===== config.mk =====
export PLATFORM = sky130hd
export DESIGN_NAME = tnn_neuron_stream_flat
export DESIGN_NICKNAME = d
export VERILOG_FILES = /design/src/rtl/tnn_neuron_stream_pkg.sv /design/src/rtl/tnn_neuron_stream_if.sv /design/src/rtl/tnn_neuron_stream_ternary_mac.sv /design/src/rtl/tnn_neuron_stream.sv /design/src/flat_wrapper.sv
export SDC_FILE = /design/constraint.sdc
export NUM_CORES = 1
export LEC_CHECK = 0
export CAP_MARGIN = 20
export CORE_ASPECT_RATIO = 1.1
export CORE_MARGIN = 2
export CORE_UTILIZATION = 60
export DETAILED_ROUTE_END_ITERATION = 6
export DONT_BUFFER_PORTS = 1
export PLACE_DENSITY = 0.81
export SYNTH_ARGS = -nofsm -noshare
export SYNTH_HDL_FRONTEND = slang
export SYNTH_HIERARCHICAL = 1
export SYNTH_SLANG_ARGS = --single-unit

===== constraint.sdc =====
create_clock -name clk -period 3.11 [get_ports clk]
set_input_delay 0.311 -clock clk [delete_from_list [all_inputs] [get_ports clk]]
set_output_delay 0.311 -clock clk [all_outputs]
set_load 0.05 [all_outputs]

===== src/rtl/tnn_neuron_stream_pkg.sv =====
// rtl/tnn_neuron_stream_pkg.sv - shared types and width helper for the TNN neuron blocks
package tnn_pkg;

  typedef enum logic [1:0] {ST_IDLE, ST_ACC, ST_DONE} tnn_state_t;

  // Ternary weight code; both mask bits set collapses to zero weight.
  typedef enum logic [1:0] {W_ZERO = 2'b00, W_POS = 2'b01, W_NEG = 2'b10} tnn_weight_t;

  // Signed accumulator width that holds +/- NUM_IN full-scale activations.
  function automatic int acc_width(input int num_in, input int in_w);
    return $clog2(num_in * (2 ** in_w - 1) + 1) + 1;
  endfunction

  function automatic tnn_weight_t weight_code(input logic pos, input logic neg);
    if (pos && !neg) return W_POS;
    if (neg && !pos) return W_NEG;
    return W_ZERO;
  endfunction

endpackage


===== src/rtl/tnn_neuron_stream_if.sv =====
// rtl/tnn_neuron_stream_if.sv - activation-in / decision-out stream bundle (TNN_SCORE_OUT_EN adds out_score)
interface tnn_neuron_stream_if #(
  parameter int IN_W  = 2,
  parameter int ACC_W = 5
);
  logic            in_valid;
  logic            in_ready;
  logic [IN_W-1:0] in_data;
  logic            out_valid;
  logic            out_ready;
  logic            out_bit;
`ifdef TNN_SCORE_OUT_EN
  logic signed [ACC_W-1:0] out_score;
`endif

  modport master (
    output in_valid,
    output in_data,
    output out_ready,
    input  in_ready,
    input  out_valid,
`ifdef TNN_SCORE_OUT_EN
    input  out_score,
`endif
    input  out_bit
  );

  modport slave (
    input  in_valid,
    input  in_data,
    input  out_ready,
    output in_ready,
    output out_valid,
`ifdef TNN_SCORE_OUT_EN
    output out_score,
`endif
    output out_bit
  );
endinterface


===== src/rtl/tnn_neuron_stream_ternary_mac.sv =====
// rtl/tnn_neuron_stream_ternary_mac.sv - combinational ternary multiply-accumulate step
module tnn_ternary_mac
  import tnn_pkg::*;
#(
  parameter int IN_W  = 2,
  parameter int ACC_W = 5
) (
  input  logic signed [ACC_W-1:0] acc,
  input  logic        [IN_W-1:0]  in_data,
  input  logic                    pos,
  input  logic                    neg,
  output logic signed [ACC_W-1:0] acc_next
);
  // Activation is unsigned, so zero-extend before the signed add/subtract.
  logic signed [ACC_W-1:0] ext;
  assign ext = signed'({{(ACC_W - IN_W){1'b0}}, in_data});

  // Apply the weight: add, subtract, or pass the accumulator through.
  always_comb begin
    acc_next = acc;
    case (weight_code(pos, neg))
      W_POS:   acc_next = acc + ext;
      W_NEG:   acc_next = acc - ext;
      default: acc_next = acc;
    endcase
  end
endmodule


===== src/rtl/tnn_neuron_stream.sv =====
// rtl/tnn_neuron_stream.sv - sequential ternary neuron over a beat stream (TNN_SCORE_OUT_EN adds out_score)
module tnn_neuron_stream
  import tnn_pkg::*;
#(
  parameter int                NUM_IN   = 4,
  parameter int                IN_W     = 2,
  parameter logic [NUM_IN-1:0] POS_MASK = 4'b0111,
  parameter logic [NUM_IN-1:0] NEG_MASK = 4'b1000,
  parameter int                THRESH   = 3
) (
  input  logic                clk,
  input  logic                rst,
  input  logic                abort,
  tnn_neuron_stream_if.slave  s,
  output logic                busy
);
  localparam int ACC_W = acc_width(NUM_IN, IN_W);
  localparam int IDX_W = $clog2(NUM_IN);
  localparam logic signed [ACC_W-1:0] THRESH_V = ACC_W'(THRESH);
  localparam logic [IDX_W-1:0] LAST_IDX = IDX_W'(NUM_IN - 1);

  tnn_state_t              state;
  logic signed [ACC_W-1:0] acc;
  logic signed [ACC_W-1:0] acc_sum;
  logic [IDX_W-1:0]        idx;
  logic                    accept;

  assign accept = s.in_valid && s.in_ready;

  tnn_ternary_mac #(.IN_W(IN_W), .ACC_W(ACC_W)) u_mac (
    .acc      (acc),
    .in_data  (s.in_data),
    .pos      (POS_MASK[idx]),
    .neg      (NEG_MASK[idx]),
    .acc_next (acc_sum)
  );

  // Control FSM with registered handshake outputs; rst beats abort beats everything else.
  always_ff @(posedge clk) begin
    if (rst || abort) begin
      state       <= ST_IDLE;
      acc         <= '0;
      idx         <= '0;
      s.in_ready  <= 1'b1;
      s.out_valid <= 1'b0;
      busy        <= 1'b0;
      if (rst) begin
        s.out_bit <= 1'b0;
`ifdef TNN_SCORE_OUT_EN
        s.out_score <= '0;
`endif
      end
    end else begin
      case (state)
        ST_IDLE, ST_ACC: begin
          if (accept) begin
            acc  <= acc_sum;
            busy <= 1'b1;
            if (idx == LAST_IDX) begin
              state       <= ST_DONE;
              idx         <= '0;
              s.in_ready  <= 1'b0;
              s.out_valid <= 1'b1;
              s.out_bit   <= (acc_sum >= THRESH_V);
`ifdef TNN_SCORE_OUT_EN
              s.out_score <= acc_sum;
`endif
            end else begin
              state <= ST_ACC;
              idx   <= idx + 1'b1;
            end
          end
        end
        ST_DONE: begin
          if (s.out_ready) begin
            state       <= ST_IDLE;
            acc         <= '0;
            idx         <= '0;
            s.in_ready  <= 1'b1;
            s.out_valid <= 1'b0;
            busy        <= 1'b0;
          end
        end
        default: state <= ST_IDLE;
      endcase
    end
  end
endmodule

===== src/flat_wrapper.sv =====
// flat-port wrapper written by rule: the top's interface ports become plain ports
module tnn_neuron_stream_flat import tnn_pkg::*;
#(
  parameter int                NUM_IN   = 4,
  parameter int                IN_W     = 2,
  parameter logic [NUM_IN-1:0] POS_MASK = 4'b0111,
  parameter logic [NUM_IN-1:0] NEG_MASK = 4'b1000,
  parameter int                THRESH   = 3
)
  (clk, rst, abort, busy, s_in_valid, s_in_data, s_out_ready, s_in_ready, s_out_valid, s_out_bit);
  tnn_neuron_stream_if #(.IN_W(IN_W)) s_i ();
  input  logic clk;
  input  logic rst;
  input  logic abort;
  output logic busy;
  input wire logic [$bits(s_i.in_valid)-1:0] s_in_valid;
  input wire logic [$bits(s_i.in_data)-1:0] s_in_data;
  input wire logic [$bits(s_i.out_ready)-1:0] s_out_ready;
  output wire logic [$bits(s_i.in_ready)-1:0] s_in_ready;
  output wire logic [$bits(s_i.out_valid)-1:0] s_out_valid;
  output wire logic [$bits(s_i.out_bit)-1:0] s_out_bit;
  assign s_i.in_valid = s_in_valid;
  assign s_i.in_data = s_in_data;
  assign s_i.out_ready = s_out_ready;
  assign s_in_ready = s_i.in_ready;
  assign s_out_valid = s_i.out_valid;
  assign s_out_bit = s_i.out_bit;
  tnn_neuron_stream #(.NUM_IN(NUM_IN), .IN_W(IN_W), .POS_MASK(POS_MASK), .NEG_MASK(NEG_MASK), .THRESH(THRESH)) u_core (.clk(clk), .rst(rst), .abort(abort), .s(s_i), .busy(busy));
endmodule

# Word-level counts from Yosys, hierarchy flattened
# Cells that the tools add are included.
[op_classes]
addsub = 3
magnitude_cmp = 2
n_eq_ne = 9
mux = 37
reduce_logical = 16
[op_table]
columns = ["cell", "n"]
rows = [
  ["case mux 5 bit (2 select lines)", 2],
  ["two-way mux 2 bit", 9],
  ["two-way mux 1 bit", 17],
  ["two-way mux 5 bit", 2],
  ["case mux 2 bit (2 select lines)", 2],
  ["AND reduction 4 bit", 2],
  ["nonzero test 2 bit", 4],
  ["equality test 2 bit, second input constant", 3],
  ["case mux 1 bit (2 select lines)", 3],
  ["adder 5 x 3 -> 5 bit", 1],
  ["greater-or-equal comparator 5 x 3 -> 1 bit, second input constant", 1],
  ["subtractor 5 x 3 -> 5 bit", 1],
  ["binary-select mux 1 bit (select 2 bit)", 2],
  ["equality test 2 x 1 -> 1 bit, second input constant", 2],
  ["!= test 2 x 1 -> 1 bit, second input constant", 2],
  ["!= test 2 bit, second input constant", 2],
  ["logical AND 1 bit", 3],
  ["less-than comparator 2 x 3 -> 1 bit, second input constant", 1],
  ["AND reduction 3 bit", 1],
  ["adder 2 x 1 -> 2 bit, second input constant", 1],
  ["logical NOT 1 bit", 2],
  ["logical NOT 2 bit", 1],
  ["AND reduction 2 bit", 1],
  ["OR reduction 2 bit", 1],
  ["logical OR 1 bit", 1],
]
[totals]
ff_bits = 13
output_inout_bits = 4
wordCells = 74

# Longest topological paths before layout
# Gate-level depths: netlist (run 1).
[depth]
ltp_word = 15
ltp_mapped = 13

# Hierarchy
# The synthesis (run 1) kept the hierarchy.
[by_module_without_submodules]
columns = ["mod", "instances", "cells_per_inst", "area_each_um2"]
rows = [
  ["tnn_neuron_stream", 1, 51, 556.8],
  ["tnn_ternary_mac", 1, 43, 300.3],
]

# Least setup slack after synthesis (run 1)
# No wires, ideal clock.
[synth_timing]
path_kind = "register to register"
start = "register u_core.idx[0]"
end = "register u_core.s.out_bit, data pin"
setup_ps = 176
arrival_ps = 2267
required_ps = 2934
path_slack_ps = 668
stages_incl_launch_ff = 14
n_path_buf = 0
synth_period_minus_slack_ps = 2442
cell_sequence = "dfxtp_1 > ha_1 > inv_1 > inv_1 > ha_1 > mux2_2 > inv_1 > ha_1 > nor2b_1 > o21a_1 > o21a_1 > o31ai_1 > a211oi_1 > nor4_1"
[synth_via]
elab_chain_len = 15
[synth_lines]
columns = ["element", "line_no", "text"]
rows = [
  ["from (decl)", "tnn_neuron_stream.sv:25", "logic [IDX_W-1:0] idx;"],
  ["from (signal assigned)", "tnn_neuron_stream.sv:70", "idx <= idx + 1'b1;"],
  ["binary-select mux 1 bit (select 2 bit)", "tnn_neuron_stream.sv:33", ".pos (POS_MASK[idx]),"],
  ["two-way mux 1 bit (not written as such)", "tnn_neuron_stream.sv:33", ""],
  ["logical NOT 1 bit", "tnn_neuron_stream_pkg.sv:16", "if (neg && !pos) return W_NEG;"],
  ["logical AND 1 bit", "tnn_neuron_stream_pkg.sv:16", ""],
  ["two-way mux 1 bit (2 in series)", "tnn_neuron_stream_pkg.sv:16", ""],
  ["two-way mux 2 bit", "tnn_neuron_stream_pkg.sv:17", "return W_ZERO;"],
  ["two-way mux 2 bit *", "tnn_neuron_stream_pkg.sv:16", ""],
  ["equality test 2 bit or equality test 2 x 1 -> 1 bit (tied branches)", "tnn_neuron_stream_ternary_mac.sv:21", "case (weight_code(pos, neg))"],
  ["case mux 5 bit (2 select lines) *", "tnn_neuron_stream_ternary_mac.sv:21", ""],
  ["named net u_core.acc_sum[3]", "tnn_neuron_stream.sv:24", "logic signed [ACC_W-1:0] acc_sum;"],
  ["greater-or-equal comparator 5 x 3 -> 1 bit *", "tnn_neuron_stream.sv:64", "s.out_bit <= (acc_sum >= THRESH_V);"],
  ["two-way mux 1 bit *", "tnn_neuron_stream.sv:59", "if (idx == LAST_IDX) begin"],
  ["two-way mux 1 bit *", "tnn_neuron_stream.sv:56", "if (accept) begin"],
  ["two-way mux 1 bit *", "tnn_neuron_stream.sv:54", "case (state)"],
  ["two-way mux 1 bit *", "tnn_neuron_stream.sv:40", "if (rst || abort) begin"],
  ["to (signal assigned)", "tnn_neuron_stream.sv:64", ""],
  ["to (decl)", "tnn_neuron_stream_if.sv:37", "output out_bit"],
]
# The timed path passes the listed nets; every way through them passes the cells marked *. The select of a mux whose other input is x is not followed.
# A chain may end at the register's enable or synchronous reset.

# Worst setup path after layout (run 1)
# Same ends and word-level chain as after synthesis.

==> results of run 1 <==
-- where the power goes --
group	total (uW)	switching [uW]	internal [uW]
Combinational	56.9	31.0	25.9
Clock	99.3	49.7	49.6
Sequential	185	10.4	175
-- metal layers --
layer  GRT usage, %  vias up
li1               -      353
met4           10.3        0
met1           25.9      310
met2           32.9        6
met3           3.08        2
met5              0        -
-- state kept, by name (all words and copies together) (netlist names) --
name,flops
u_core/state,2
u_core/idx,2
u_core/acc,5
u_core/s.out_valid,1
u_core/s.out_bit,1
u_core/busy,1
u_core/s.in_ready,1
-- per-stage QoR --
stage / hold slack [ps] / utilization [%] / total power [uW] / cells
detailed placement: 392 / 63.8 / 246 / 108
CTS: 100 / 65.8 / 347 / 112
floorplan: 388 / - / 236 / 94
global route: 94.7 / 65.8 / 362 / 112
global placement: 389 / 63.8 / 245 / 108
finish: 112 / 65.8 / 341 / 112
-- area by class of cell --
type                    count  area [um^2]
multi-input cells          69          533
inverters                  10         37.5
clock buffers               4         26.3
well taps                  16         20.0
flip-flops and latches     13          270
fillers                   120          462
-- cell families (layout without fill, tap and decap cells) --
family                   Yosys count  after routing  synth area share (%)
XOR/XNOR                           1              1                  1.02
AND/OR/NAND/NOR                   29             29                  19.3
AO/OA/AOI/OAI                     28             28                  25.4
buffers and inverters             12             14                  6.28
multiplexers                       2              2                  2.48
adder cells (fa/ha/maj)            9              9                  14.0
flip-flops                        13             13                  31.5
-- cells in the mapped netlist (all sizes together) (2+ instances only) --
library cell	count	area share, %
or3	2	2.0
nor3	3	1.8
ha	8	12
nand3b	2	1.8
a32o	6	7.9
dfxtp	12	28
o31ai	2	1.8
buf	2	1.9
nor2	7	4.2
nor2b	3	2.2
inv	10	4.4
o21a	3	2.6
a21oi	2	1.2
nand2	6	2.9
o21ai	5	2.9
-- path summary, 6_finish.rpt --
check                     start                to  cells after the start
setup reg to reg  u_core/idx[0]  u_core/s.out_bit                     11
setup / recovery  u_core/idx[0]  u_core/s.out_bit                     11
hold / removal              rst   u_core/state[1]                      1
hold reg to reg   u_core/acc[4]     u_core/acc[4]                      1
-- worst reg2reg max path, delay by kind of cell (launching register included) --
family	cells	cell delay [ps]
fa+ha+maj	3	780
simple gates	2	490
compound gates	3	440
flops	1	370
mux	1	370
buf+inv	2	80
-- cell usage in the layout (no fill, tap or decap), types with 2 or more instances in the layout --
master    count
a32o_2        6
nand2_1       5
nor2_1        5
dfxtp_1      12
nor3_1        3
clkbuf_4      3
inv_1        10
nor2b_1       3
ha_1          8
o31ai_1       2
o21a_1        3
o21ai_0       5
a21oi_1       2
nand3b_1      2
==> results.ini, run 1 <==
[synthesis]
netlist_area_um2=857
synth_nets=110
syn_inst=94
ys_ff_latch=13
ys_seq_area_share_pct=31.5
synth_ff_type=dfxtp_1
synth_edf_count=1
synth_cell_types=41
async_flop_share_pct=0
avgSynthCellArea_um2=9.12
ys.warnings.count=6

[worst_setup_path]
cp.required_ps=3200
crit_arrival_ps=2810
path_cells=ha_1, inv_1, inv_1, ha_1, mux2_2, fa_1, nor2b_1, o2111ai_1, o31ai_1, o221ai_1, nor4_1
slowest_stage=fa_1
crit_type=flop to flop
critPathLaunchType=flop
crit_buf_inv=2
critPathCaptureType=flop
crit_family=adder cells
critPathMaxFanout=4
r2r_slack_ps=390
max_stage_delay_ps=430

[drt]
ant_nets=0
drc=0
finalWirelength_mm=1.45
via_count=671
dr_wl_met3_um=27
route.layer.met1.wl_um=682
drt_first_pass_iters=3
viasPerCell=5.99
top_layer=met4
dr.first_iter.drc_count=8
dr_wl_met2_um=727
routedWlPerCell_um=13.0

[clock_tree]
cts_resized=0
clk_pin_slew_ps=70
clock_sinks=13
insertion_delay_ps=270
cts-root-buf=clkbuf_4
hold_buffers=0
htreeDepth=1
numCtsBuffers=3
cts_tree=done
post_cts.repair.setup_buffers=0
clockBufferDepth=2

[power_and_ir_drop]
peakVddDrop_mv=0.160
cellPowerDensity_mw_per_mm2=385
p_leak_uw=0.000398

[global_routing]
track_usage_pct=20.6
grt_overflow=0
grt_pass1_wl_mm=2.49
grt_pass1_vias=610
antenna_found_initial=0
grt_max_degree=12

[layout]
final_nets=113
antenna_cells=0
drive_gt1_share_pct=14.6
syn_to_final_growth_pct=3.50
final_area_um2=887

[sta]
finalSetupViolations=0
skew_ps=3.20
fmax_ghz=0.368
hold_violations=0
relSlewSlack_pct=57.7
setup_slack_ps=389
finalCritPeriodShare_pct=87.5
rsz0062_at_grt=no
worst_slew_pin_slew_ps=634
tns_ps=0
fin_crit_ps=2720
slew_violations=0

[placed_design]
dp_hpwl_mm=1.16
portBuffers=0
post-place-ws_ps=433
gp_congestion=0.755
dpl_cell_area_um2=861

[floorplanning]
core_area_mm2=0.00135
rows=14
die-height_um=43.6
io_pins=11
initial_core_util_pct=63.5
die_w_um=40.0
dieArea_mm2=0.00175

[outcome]
outcome=completed

[flow_run]
max_cap_viol_count=0

[hold_path]
holdCritPathClass=primary input to flop

Note: power is estimated with default switching activity, not from simulation.
==> run 2, diff against run 1 <==
- CORE_UTILIZATION: 60 -> 54
- PLACE_DENSITY: 0.81 -> 0.77
- REMOVE_ABC_BUFFERS: default -> 1
- SLEW_MARGIN: default -> 20
- clock period: 3.11 -> 2.4 ns (I/O delays scaled with it)
==> results.ini, run 2 (synthesis gave the netlist of run 1 again) <==
[outcome]
outcome=complete, but fails checks
violations=negative setup slack

[sta]
finalCritPeriodShare_pct=107
skew_ps=10.4
setup_slack_ps=-164
fmax_ghz=0.390
finalSetupViolations=2
hold_ws_ps=28.3
relSlewSlack_pct=57.5
fin_crit_ps=2560
rsz0062_at_grt=yes
hold_violations=0
tns_ps=-184
slew_violations=0
worst_slew_pin_slew_ps=635

[layout]
top_register=u_core/acc
final_area_mm2=0.00108
multi_input_area_um2=632
final_common_cell=buf_4
final_nets=125
seq_area_um2=278
largest_reg_flops=5
largestRegisters=u_core/acc: 5 flops, u_core/idx: 2 flops, u_core/state: 2 flops
antenna_cells=0
drive_gt1_share_pct=39.8
layout_common_cells=buf_4, dfxtp_1, inv_1, a32o_2
syn_to_final_growth_pct=26.6
n_fill_cell=127

[floorplanning]
rows=15
die-height_um=45.8
initial_core_util_pct=56.4
core_area_mm2=0.00152
io_pins=11
die_w_um=42.0
dieArea_mm2=0.00192

[clock_tree]
clk_pin_slew_ps=90
clockBufferDepth=2
numCtsBuffers=3
htreeDepth=1
clock_sinks=13
cts-root-buf=clkbuf_4
cts_tree=done
insertion_delay_ps=290

[global_routing]
grt_max_degree=11
antenna_found_initial=0
grt.met2_usage_pct=43.8
grt_pass1_vias=777
grtUsageMet1_pct=23.8
grtUsageMet3_pct=4.37
grt_overflow=0
top_usage_layer=met2
track_usage_pct=23.4
grt_pass1_wl_mm=3.25

[placed_design]
portBuffers=0
dp_hpwl_mm=1.48
gp_congestion=0.778
post-place-ws_ps=-282
dpl_cell_area_um2=952

[power_and_ir_drop]
power_switching_uw=149
p_leak_uw=0.000467
power.share.clock_pct=28.1
p_int_uw=352
power_switching_share_pct=29.7
cellPowerDensity_mw_per_mm2=461
p_seq_share_pct=48.1
peakVddDrop_mv=0.219
pwr-share-comb_pct=23.9

[drt]
drc=0
finalWirelength_mm=2.02
routedWlPerCell_um=16.1
ant_nets=0
via_count=773
drt_first_pass_iters=4
viasPerCell=6.18
dr.first_iter.drc_count=15

[worst_setup_path]
cp.required_ps=2500
critPathCaptureType=flop
critPathMaxFanout=3
slowest_stage=dfxtp_4
max_stage_delay_ps=380
crit_buf_inv=3
path_cells=ha_4, inv_2, inv_2, ha_4, mux2_4, inv_2, ha_4, nor2b_4, o21a_1, o21a_1, o31ai_2, a211oi_2, nor4_1
critPathLaunchType=flop
crit_type=flop to flop
crit_arrival_ps=2660
crit_family=compound AO/OA/AOI/OAI gates

[flow_run]
max_cap_viol_count=0

[hold_path]
holdCritPathClass=primary input to flop

==> run 2: cell count changes in the layout (fill, tap and decap cells not counted), moves of 2 or more <==
cell	previous run	this run
nor2b_1	3	1
ha_1	8	4
dfxtp_1	12	10
inv_1	10	7
buf_4	0	12
nor2b_4	0	2
dfxtp_4	0	2
inv_2	0	3
ha_4	0	4
==> run 2: area by class of cell <==
cell class              count  share of cell area (%)
flip-flops and latches     13                    25.6
inverters                  10                    3.46
repair buffers             12                    8.30
well taps                  17                    1.96
clock buffers               4                    2.42
multi-input cells          69                    58.2
==> run 2: power groups by stage <==
stage               Clock (uW)  Combinational (uW)  Sequential (uW)
CTS                        140                 104              242
detailed placement           0                95.3              245
global route               152                 131              241
floorplan                    0                62.1              244
finish                     141                 119              240
global placement             0                91.1              245
==> run 2: worst paths after layout <==
path,slack [ps],cells past startpoint,start,to
setup reg to reg,-160,13,u_core/idx[0],u_core/s.out_bit
setup / recovery,-160,13,u_core/idx[0],u_core/s.out_bit
hold / removal,30,1,rst,u_core/state[1]
hold reg to reg,510,1,u_core/acc[4],u_core/acc[4]
==> run 2: layer usage <==
metal  wire [um]  part of all wire, %  vias to the layer above
li1            -                    -                      377
met1         764                   38                      370
met2        1120                   56                       18
met3          57                  2.8                        8
met4          74                  3.7                        0
met5           0                    0                        -
==> run 2: worst register-to-register path: stages (launching register included) <==
cell and delay, ps:
dfxtp_4 380, ha_4 160, inv_2 50, inv_2 40, ha_4 150, mux2_4 310, inv_2 70, ha_4 190
nor2b_4 120, o21a_1 180, o21a_1 180, o31ai_2 270, a211oi_2 60, nor4_1 230
==> run 2: stage by stage <==
stage	utilization [%]	cells	power [uW]
2_1_floorplan	-	92	306
3_3_place_gp	62.6	121	336
3_5_place_dp	62.6	121	341
4_1_cts	68.4	125	486
5_1_grt	71.4	125	525
6_report	71.4	125	500
==> run 2: repair_timing <==
item,in CTS,in global routing
gates resized for setup,16,10
buffers inserted,1,0
pin swaps,8,9
setup endpoints to repair,4,4
hold buffers,0,0
==> run 3, diff against run 2 <==
- CTS_CLUSTER_DIAMETER: default -> 100
- REMOVE_ABC_BUFFERS: 1 -> default
- SLEW_MARGIN: 20 -> 25
==> results.ini, run 3 (synthesis gave the netlist of run 1 again) <==
[placed_design]
portBuffers=0
dpl_cell_area_um2=937
post-place-ws_ps=-210
gp_congestion=0.800
dpl.cell_count=118
dp_hpwl_mm=1.29

[global_routing]
grt_max_degree=11
grt_pass1_vias=711
track_usage_pct=19.2
grt_pass1_wl_mm=2.82
grt_overflow=0
antenna_found_initial=0

[floorplanning]
io_pins=11
core_area_mm2=0.00152
die_w_um=42.0
initial_core_util_pct=56.4
rows=15
die-height_um=45.8
dieArea_mm2=0.00192

[layout]
largest_reg_flops=5
antenna_cells=0
final_nets=123
syn_to_final_growth_pct=24.7
final_area_mm2=0.00107
layout_common_cells=buf_4, dfxtp_1, a32o_2, inv_1
drive_gt1_share_pct=38.7
largestRegisters=u_core/acc: 5 flops, u_core/idx: 2 flops, u_core/state: 2 flops
stdcell_count=123
multi_input_area_um2=628
seq_area_um2=278
n_fill_cell=114
top_register=u_core/acc

[clock_tree]
hold_buffers=0
cts-root-buf=clkbuf_4
cts_tree=done
clockBufferDepth=2
htreeDepth=1
clock_sinks=13
clk_pin_slew_ps=80
numCtsBuffers=3
insertion_delay_ps=270

[drt]
via_count=723
dr.first_iter.drc_count=13
drc=0
ant_nets=0
routedWlPerCell_um=13.7
viasPerCell=5.88
drt_first_pass_iters=4
finalWirelength_mm=1.68

[sta]
relSlewSlack_pct=58.7
worst_slew_pin_slew_ps=618
slew_violations=0
skew_ps=4.36
hold_ws_ps=44.3
hold_violations=0
setup_slack_ps=-136
fin_crit_ps=2540
fmax_ghz=0.394
finalSetupViolations=2
rsz0062_at_grt=yes
finalCritPeriodShare_pct=106

[worst_setup_path]
crit_type=flop to flop
critPathCaptureType=flop
r2r-start=u_core/idx[0]
cp.required_ps=2480
critPathMaxFanout=3
cp-startpoint=u_core/idx[0]
crit_arrival_ps=2620
critPathLaunchType=flop

[flow_run]
max_cap_viol_count=0

[power_and_ir_drop]
cellPowerDensity_mw_per_mm2=450
power_switching_share_pct=27.9
peakVddDrop_mv=0.180
power_switching_uw=134
power.share.clock_pct=27.1
p_seq_share_pct=49.8
p_leak_uw=0.000459
total_power_uw=481
p_int_uw=347
pwr-share-comb_pct=23.1

[outcome]
violations=negative setup slack
outcome=complete, but fails checks

[hold_path]
holdCritPathClass=primary input to flop
hp-start=rst

run 3: layer usage:
layer	share of wire [%]	vias to the layer above	GRT usage, %	routed length (um)
met5	0	-	0	0
met4	2.1	0	12.3	36
met3	2.1	4	1.19	35
met2	54	11	36.9	902
met1	42	335	20.6	706
li1	-	373	-	-
run 3: repair_timing:
action,CTS,global route
endpoints found under the setup margin,3,3
pin swaps,9,7
gates resized for setup,14,10
buffers inserted,1,1
run 3: power by group through the flow:
stage	combinational [uW]	sequential [uW]	clock, uW
6_report	111	239	130
5_1_grt	124	241	144
4_1_cts	97.3	241	133
3_5_place_dp	90.1	245	0
3_3_place_gp	86.2	245	0
2_1_floorplan	64.6	244	0
run 3: area by class of cell:
| class | instances | share of cell area [%] |
|---|---|---|
| well taps | 17 | 1.99 |
| inverters | 10 | 3.75 |
| multi-input cells | 69 | 58.8 |
| clock buffers | 4 | 2.46 |
| flip-flops and latches | 13 | 26.0 |
| repair buffers | 10 | 7.03 |
run 3: worst max-delay path: stages (launching register included):
cell	delay [ps]
dfxtp_4	370
ha_4	150
inv_2	40
inv_2	30
ha_4	150
mux2_4	320
inv_4	60
ha_4	180
nor2b_4	110
o21a_1	180
o21a_1	180
o31ai_2	250
a211oi_2	60
nor4_1	250
run 3: final timing paths:
| check | end | slack (ps) | cells past startpoint |
|---|---|---|---|
| hold / removal | u_core/state[1] | 40 | 1 |
| setup reg to reg | u_core/s.out_bit | -140 | 13 |
| hold reg to reg | u_core/acc[4] | 520 | 1 |
| setup / recovery | u_core/s.out_bit | -140 | 13 |
run 3: metrics by stage:
step | utilization, % | TNS (ps)
2_1_floorplan | - | 0
3_3_place_gp | 61.6 | -251
3_5_place_dp | 61.6 | -419
4_1_cts | 66.4 | -173
5_1_grt | 70.3 | -361
6_report | 70.3 | -153
